[src/rtl/ped_request_unit.sv]
// ped_request_unit: pedestrian pushbutton front end with REQ/ACK handshake and walk/don't-walk heads
// Ports: CLK, RST_N (async active-low), TICK (1 Hz strobe), PB1/PB2 (raw buttons),
//   G1/G2 (phase green), ACK1/ACK2 (request accepted), REQ1/REQ2 (pending requests),
//   WALK1/WALK2, DONTWALK1/DONTWALK2 (lamps), CHIRP1/CHIRP2 (only with PED_CHIRP_EN).
// Optional feature macro: PED_CHIRP_EN adds a registered chirp pulse on each TICK while walking.
module ped_crossing #(
  parameter int DEBOUNCE_CYCLES = 16,
  parameter int WALK_TIME       = 5,
  parameter int FLASH_TIME      = 3
) (
  input  logic clk,
  input  logic rst_n,
  input  logic tick,
  input  logic pb,
  input  logic g,
  input  logic ack,
  output logic req,
  output logic walk,
`ifdef PED_CHIRP_EN
  output logic dontwalk,
  output logic chirp
`else
  output logic dontwalk
`endif
);
  localparam int DW   = $clog2(DEBOUNCE_CYCLES);
  localparam int TMAX = (WALK_TIME > FLASH_TIME) ? WALK_TIME : FLASH_TIME;
  localparam int CW   = $clog2(TMAX + 1);
  typedef enum logic [1:0] {S_IDLE, S_WAIT, S_WALK, S_FLASH} state_t;
  logic s1_q, s2_q, stable_q, stable_d, prev_q, press;
  logic [DW-1:0] db_q, db_d;
  logic req_q, req_d, walk_q, walk_d, dw_q, dw_d;
  logic [CW-1:0] cnt_q, cnt_d;
  state_t st_q, st_d;
`ifdef PED_CHIRP_EN
  logic chirp_q, chirp_d;
  assign chirp_d = tick & g & (st_q == S_WALK);
  assign chirp   = chirp_q;
`endif
  // press fires one cycle after the debounced level rises, giving 2+DEBOUNCE+1 latency
  assign press = stable_q & ~prev_q;
  // ACK always wins: it clears a pending request and swallows a coincident press
  assign req_d = ack ? 1'b0 : (req_q | (press & (st_q == S_IDLE)));
  always_comb begin
    stable_d = stable_q;
    db_d     = '0;
    if (s2_q != stable_q) begin
      if (db_q == DW'(DEBOUNCE_CYCLES - 1)) stable_d = s2_q;
      else db_d = db_q + DW'(1);
    end
  end
  always_comb begin
    st_d   = st_q;
    cnt_d  = cnt_q;
    walk_d = walk_q;
    dw_d   = dw_q;
    case (st_q)
      S_IDLE: begin
        walk_d = 1'b0;
        dw_d   = 1'b1;
        if (ack && req_q) st_d = S_WAIT;
      end
      S_WAIT: begin
        if (tick && g) begin
          st_d   = S_WALK;
          cnt_d  = CW'(WALK_TIME - 1);
          walk_d = 1'b1;
          dw_d   = 1'b0;
        end
      end
      S_WALK: begin
        if (!g) begin
          st_d   = S_IDLE;
          cnt_d  = '0;
          walk_d = 1'b0;
          dw_d   = 1'b1;
        end else if (tick) begin
          if (cnt_q == '0) begin
            st_d   = S_FLASH;
            cnt_d  = CW'(FLASH_TIME - 1);
            walk_d = 1'b0;
            dw_d   = 1'b1;
          end else cnt_d = cnt_q - CW'(1);
        end
      end
      default: begin
        // losing green ends the clearance at once, same as the final tick
        if (!g || (tick && cnt_q == '0)) begin
          st_d   = S_IDLE;
          cnt_d  = '0;
          walk_d = 1'b0;
          dw_d   = 1'b1;
        end else if (tick) begin
          cnt_d = cnt_q - CW'(1);
          dw_d  = ~dw_q;
        end
      end
    endcase
  end
  always_ff @(posedge clk or negedge rst_n) begin
    if (!rst_n) begin
      s1_q     <= 1'b0;
      s2_q     <= 1'b0;
      stable_q <= 1'b0;
      prev_q   <= 1'b0;
      db_q     <= '0;
      req_q    <= 1'b0;
      st_q     <= S_IDLE;
      cnt_q    <= '0;
      walk_q   <= 1'b0;
      dw_q     <= 1'b1;
`ifdef PED_CHIRP_EN
      chirp_q  <= 1'b0;
`endif
    end else begin
      s1_q     <= pb;
      s2_q     <= s1_q;
      stable_q <= stable_d;
      prev_q   <= stable_q;
      db_q     <= db_d;
      req_q    <= req_d;
      st_q     <= st_d;
      cnt_q    <= cnt_d;
      walk_q   <= walk_d;
      dw_q     <= dw_d;
`ifdef PED_CHIRP_EN
      chirp_q  <= chirp_d;
`endif
    end
  end
  assign req      = req_q;
  assign walk     = walk_q;
  assign dontwalk = dw_q;
endmodule

module ped_request_unit #(
  parameter int DEBOUNCE_CYCLES = 16,
  parameter int WALK_TIME       = 5,
  parameter int FLASH_TIME      = 3
) (
  input  logic CLK,
  input  logic RST_N,
  input  logic TICK,
  input  logic PB1,
  input  logic PB2,
  input  logic G1,
  input  logic G2,
  input  logic ACK1,
  input  logic ACK2,
  output logic REQ1,
  output logic REQ2,
  output logic WALK1,
  output logic WALK2,
  output logic DONTWALK1,
`ifdef PED_CHIRP_EN
  output logic DONTWALK2,
  output logic CHIRP1,
  output logic CHIRP2
`else
  output logic DONTWALK2
`endif
);
  ped_crossing #(.DEBOUNCE_CYCLES(DEBOUNCE_CYCLES), .WALK_TIME(WALK_TIME), .FLASH_TIME(FLASH_TIME)) u_x1 (
    .clk(CLK), .rst_n(RST_N), .tick(TICK), .pb(PB1), .g(G1), .ack(ACK1),
    .req(REQ1), .walk(WALK1),
`ifdef PED_CHIRP_EN
    .dontwalk(DONTWALK1), .chirp(CHIRP1)
`else
    .dontwalk(DONTWALK1)
`endif
  );
  ped_crossing #(.DEBOUNCE_CYCLES(DEBOUNCE_CYCLES), .WALK_TIME(WALK_TIME), .FLASH_TIME(FLASH_TIME)) u_x2 (
    .clk(CLK), .rst_n(RST_N), .tick(TICK), .pb(PB2), .g(G2), .ack(ACK2),
    .req(REQ2), .walk(WALK2),
`ifdef PED_CHIRP_EN
    .dontwalk(DONTWALK2), .chirp(CHIRP2)
`else
    .dontwalk(DONTWALK2)
`endif
  );
endmodule

[config.mk]
export PLATFORM = sky130hd
export DESIGN_NAME = ped_request_unit
export DESIGN_NICKNAME = d
export VERILOG_FILES = /design/src/rtl/ped_request_unit.sv
export SDC_FILE = /design/constraint.sdc
export NUM_CORES = 1
export LEC_CHECK = 0
export BUFFER_PORTS_ARGS = -buffer_cell sky130_fd_sc_hd__buf_2
export CORE_MARGIN = 2
export CORE_UTILIZATION = 53
export DETAILED_ROUTE_END_ITERATION = 12
export PLACE_DENSITY = 0.75
export SYNTH_ARGS = -nofsm -noshare
export SYNTH_HDL_FRONTEND = slang
export SYNTH_HIERARCHICAL = 1
export SYNTH_SLANG_ARGS = --single-unit
[constraint.sdc]
create_clock -name CLK -period 1.78 [get_ports CLK]
set_clock_uncertainty 0.2 [all_clocks]
set_input_delay 0.267 -clock CLK [delete_from_list [all_inputs] [get_ports CLK]]
set_output_delay 0.267 -clock CLK [all_outputs]
set_load 0.01 [all_outputs]
# == After elaboration in Yosys (flattened, before gate mapping) ==
# Cells that the tools add are included.
# W data, S select, Z words.
# word_totals
reg_bits,32
rom_bits,0
ram_bits,0
latchBits,0
in_bits,9
elab_cells,142
mem_count,0
output_inout_bits,6
# op_classes
multipliers,0
reduce_logical,30
add_sub_neg,4
n_eq_ne,16
shift,0
mux,60
n_bitwise,12
order_cmp,0
div_mod_pow,0
# op_table
operator,count
$mux W3,12
$mux W1,24
$mux W2,12
$reduce_and A4 Y1,6
$pmux W3 S3,2
$mux W4,4
$reduce_bool A4 Y1,4
$pmux W1 S3,4
$pmux W2 S3,2
$reduce_and A5 Y1,2
$reduce_bool A5 Y1,2
$add A4 B1 Y4 const B,2
$eq A4 B4 Y1 const B,2
$logic_and A1 B1 Y1,6
$logic_not A3 Y1,2
$ne A3 B2 Y1 const B,2
$ne A3 B3 Y1 const B,2
$not A1 Y1,6
$sub A3 B1 Y3 const B,2
$and A1 B1 Y1,4
$eq A2 B1 Y1 const B,2
$eq A2 B2 Y1 const B,2
$logic_not A2 Y1,2
$ne A2 B1 Y1 const B,2
other kinds (6),12

# == Longest topological paths before layout ==
# depth
ltp_word,5
depth_mapped,7
depth_no_buf,6

# == Cells and area by module ==
# Netlist, hierarchy kept.
# modules_own_cells
module,instances,area_per_inst_um2,seq_area_each_um2,cells_per_inst
ped_crossing (u_x1),1,934.6,401.6,91
ped_crossing (u_x2),1,920.9,401.6,86

# == Worst setup path after synthesis ==
# No wires, ideal clock.
# synth_timing
path_type,register to register
startpoint,register u_x1.st_q[0]
endpoint,register u_x1.cnt_q[1]
slack_ps,-189
period_less_slack_ps,1969
arrival_time_ps,1646
required_time_ps,1458
path_stages_with_launch,8
n_path_buf,1
setup_ps,122
cell_sequence,dfrtp_1 inv_1 ha_1 clkbuf_1 nand2b_1 a311oi_1 o211a_1 a21oi_1
# synth_between
elab_chain_len,3
word_cells_on_any_way,9
classes_between,eq/ne (4); mux (1); bitwise (1); reduce/logical (3)
# synth_rtl
element,line_no,rtl
"start, declared",34,"state_t st_q, st_d;"
"start signal, assigned",122,st_q <= st_d;
"$eq A2 B2 Y1, or another cell as far along",57,case (st_q)
"$ne A3 B3 Y1 (no source line), or another cell as far along",--,
$reduce_and A4 Y1 (no source line),--,
"end signal, assigned",123,cnt_q <= cnt_d;
"end, declared",33,"logic [CW-1:0] cnt_q, cnt_d;"
# Several ways; a longest one is shown, not always the timed one.
# A chain may end at the register's enable or synchronous reset.

# == Worst setup path in the final report ==
# layout_timing
startpoint,register u_x1.st_q[0]
endpoint,register u_x1.cnt_q[2]
# The elaborated chain is that of the path after synthesis.

==> impl_metrics.py <==
metrics = {
    "power": {
        "p_switching_mw": 1.71,
        "powerDensity_nw_per_um2": 1750,
        "clkPwrFrac": 0.127,
        "pwr-share-seq": 0.235,
        "ir_worst_vdd_mv": 0.812,
        "total_leakage_power_nw": 1.14,
        "total_power_mw": 4.34,
        "power_frac_comb": 0.638,
        "switching_share": 0.393,
        "p_int_mw": 2.64,
    },
    "grt": {
        "antenna_found_initial": 0,
        "grt_max_degree": 33,
        "grt_usage": 0.224,
        "grt_pass1_wl_mm": 7.02,
        "overflow": 0,
        "first_global_vias": 1559,
    },
    "yosys": {
        "ys_seq_elements": 32,
        "synth_nets": 202,
        "synth-async-reset-ratio": 1.00,
        "synth.distinct_cells": 45,
        "seq_area_frac_synth": 0.433,
        "avgSynthCellArea_um2": 10.5,
        "ys.flop_type": "dfrtp_1",
        "synth_area_um2": 1860,
        "synth_warnings": 6,
        "syn_inst": 177,
        "synth_edf_count": 0,
    },
    "clocking": {
        "htreeDepth": 2,
        "clkTransAtPathRegs_ns": 0.10,
        "cts_inserted_buffers": 5,
        "cts_tree": "done",
        "clock_path_buffers": 2,
        "cts.sinks": 32,
        "ctsRootBufferMaster": "clkbuf_4",
        "worst_skew_pair.late_latency_ns": 0.33,
    },
    "outcome": {
        "failed_checks": "negative setup slack",
        "outcome": "finished with violations",
    },
    "setup_path": {
        "required_ns": 1.79,
        "rr_worst_depth": 6,
        "worstSetupStartpointType": "flip-flop",
        "r2r_start": "u_x1/st_q[0]$_DFFE_PN0P_",
        "crit_fanout": 9,
        "reg2reg_setup_slack_ns": -0.16,
        "critical_path_class": "reg -> reg",
        "worstReg2RegEnd": "u_x1/cnt_q[2]$_DFFE_PN0P_",
        "crit_path_end": "u_x1/cnt_q[2]$_DFFE_PN0P_",
        "cp_data_arrival_time_ns": 1.95,
        "setup.worst_path.end_class": "flip-flop",
        "critPathLaunch": "u_x1/st_q[0]$_DFFE_PN0P_",
    },
    "cells_and_area": {
        "post_layout_nonfiller_instances": 274,
        "fin_nets": 252,
        "area_growth_pct": 33.8,
        "drive_gt1_frac": 0.404,
        "fill_cells": 241,
        "antennaDiodeCount": 0,
        "design_area_um2": 2480,
    },
    "place": {
        "place_inst": 254,
        "port_buffers": 14,
        "dp_hpwl_mm": 2.85,
        "postPlaceCellArea_um2": 2180,
        "routabilityCongestion": 0.822,
    },
    "timing": {
        "max_freq_mhz": 516,
        "finalMaxSlewViolations": 0,
        "min_period_ns": 1.94,
        "tightest_slew_ns": 0.706,
        "setup_viol": 13,
        "layout_setup_ws_ns": -0.159,
        "slew_headroom": 0.530,
        "hold_viol": 0,
        "rsz0062_at_grt": "yes",
        "post-route-period-util": 1.09,
    },
    "floorplan": {
        "core.rowCount": 21,
        "die_y_um": 63.2,
        "start_util": 0.556,
        "io_pins": 15,
        "chipWidth_um": 63.2,
        "fp.coreArea_um2": 3340,
        "die_area_um2": 3990,
    },
    "route": {
        "drt.antenna.violating_nets": 0,
        "num_vias": 1540,
        "vias_per_cell": 5.62,
        "avgRoutedWirePerCell_um": 16.1,
        "drtIter0Drc": 40,
        "drc": 0,
        "wirelength_mm": 4.43,
        "dr.pass1.iters": 5,
    },
    "worst_hold_path": {
        "min_path_type": "in -> reg",
    },
    "run": {
        "max-cap-violations": 0,
    },
}
## logic make-up (layout without fill, tap and decap cells)
group | Yosys count | count (layout) | share of synthesized area
multiplexers | 9 | 9 | 0.0546
AO/OA/AOI/OAI | 46 | 46 | 0.183
XOR/XNOR | 4 | 4 | 0.0189
adder cells (fa/ha/maj) | 16 | 16 | 0.108
AND/OR/NAND/NOR | 48 | 48 | 0.149
buffers and inverters | 22 | 73 | 0.0533
flip-flops | 32 | 32 | 0.433
## synthesized netlist by cell type, types with 2 or more instances
master,n,share of area
nor3_1,2,0.0054
a31oi_1,3,0.010
o21ai_1,3,0.0081
nand3b_2,2,0.012
o21ai_0,8,0.022
mux2_1,7,0.042
nand3_1,7,0.019
buf_6,2,0.012
clkbuf_1,3,0.0061
nand4_1,2,0.0067
a32oi_1,2,0.0094
a311o_1,2,0.011
mux2_2,2,0.012
nand2_1,10,0.020
nor2_1,8,0.016
dfrtp_1,30,0.40
a21boi_1,2,0.0081
a22oi_1,2,0.0081
nor2b_1,6,0.020
inv_1,16,0.032
dfstp_2,2,0.028
a21oi_1,9,0.024
o22ai_1,4,0.013
and2b_1,2,0.0081
xnor2_1,4,0.019
nand4b_1,2,0.0094
ha_1,16,0.11
nor3b_1,2,0.0081
## per-stage QoR
step           utilization  setup TNS (ns)  setup WS [ns]  hold WS [ns]
2_1_floorplan            -          -0.126        -0.0310        -0.229
3_3_place_gp         0.654         -0.0505        -0.0112         0.137
3_5_place_dp         0.654          -0.539        -0.0964         0.137
4_1_cts              0.713          -0.387        -0.0893         0.133
5_1_grt              0.744           -1.68         -0.255         0.166
6_report             0.744          -0.783         -0.159         0.143
## state kept, by name, summed over array words and instances (netlist names)
signal / count
u_x2/walk: 1
u_x1/req: 1
u_x2/cnt_q: 3
u_x2/st_q: 2
u_x2/dontwalk: 1
u_x1/dontwalk: 1
u_x2/db_q: 4
u_x2/prev_q: 1
u_x2/req: 1
u_x1/walk: 1
u_x1/stable_q: 1
u_x2/s2_q: 1
u_x1/db_q: 4
u_x1/prev_q: 1
u_x2/stable_q: 1
u_x2/s1_q: 1
u_x1/s2_q: 1
u_x1/cnt_q: 3
u_x1/s1_q: 1
u_x1/st_q: 2
## per-layer routing
layer,global-route usage,vias up,wire [um]
met5,0,-,0
met4,0.0679,0,53
met3,0.0446,6,116
met2,0.414,32,2450
met1,0.262,766,1800
li1,-,736,-
## worst max-delay path, cell delays in order, from the launching register on
cell      delay (ns)
dfrtp_1         0.43
inv_2           0.10
ha_4            0.36
nand2b_4        0.08
a311o_1         0.32
a32oi_1         0.22
o21ai_1         0.11
## cell type report
type	count	area (um2)	area share
clock inverter	3	42.5	0.0171
sequential	32	803	0.324
clock buffer	5	37.5	0.0151
tap	46	57.6	0.0232
inverter	16	60.1	0.0242
multi-input combinational	123	1140	0.458
timing repair buffer	49	345	0.139
## worst min-delay path by stage
stage | from | slack, ns | end | depth (start not counted)
6_report | G2 | 0.14 | u_x2/cnt_q[0]$_DFFE_PN0P_ | 3
2_1_floorplan | RST_N | -0.23 | u_x1/cnt_q[0]$_DFFE_PN0P_ | 0
5_1_grt | u_x2/s1_q$_DFF_PN0_ | 0.17 | u_x2/s2_q$_DFF_PN0_ | 0
3_5_place_dp | u_x2/s1_q$_DFF_PN0_ | 0.14 | u_x2/s2_q$_DFF_PN0_ | 0
4_1_cts | G2 | 0.13 | u_x2/cnt_q[0]$_DFFE_PN0P_ | 3
3_3_place_gp | u_x2/s1_q$_DFF_PN0_ | 0.14 | u_x2/s2_q$_DFF_PN0_ | 0
## cell usage in the layout (no fill, tap or decap), types with 3 or more instances in the layout
cell type       n
xnor2_1         4
buf_4          30
inv_2           5
ha_4            5
mux2_4          4
buf_2          14
nand3_1         6
dlygate4sd3_1   5
mux2_1          3
dfrtp_1        30
nand2_1         9
nor2_1          8
o21ai_1         3
a21oi_1         8
nor2b_1         5
ha_1            9
a31oi_1         3
o22ai_1         3
inv_1          11
clkbuf_4        5
o21ai_0         7
## power groups by stage
stage	clock, mW	combinational, mW	sequential (mW)
floorplan	0	1.51	1.05
global placement	0	2.12	1.01
detailed placement	0	2.21	1.02
CTS	0.565	2.40	1.02
global route	0.601	2.99	1.04
finish	0.553	2.77	1.02
## repair_timing
| action | CTS | global route |
|---|---|---|
| setup endpoints to repair | 11 | 14 |
| resized for setup | 11 | 10 |
| hold buffers | 5 | 0 |
| buffers inserted | 1 | 6 |
| pin swaps | 6 | 6 |
| endpoints found under the hold margin | 34 | 0 |
Power figures use the tool's default switching activity.
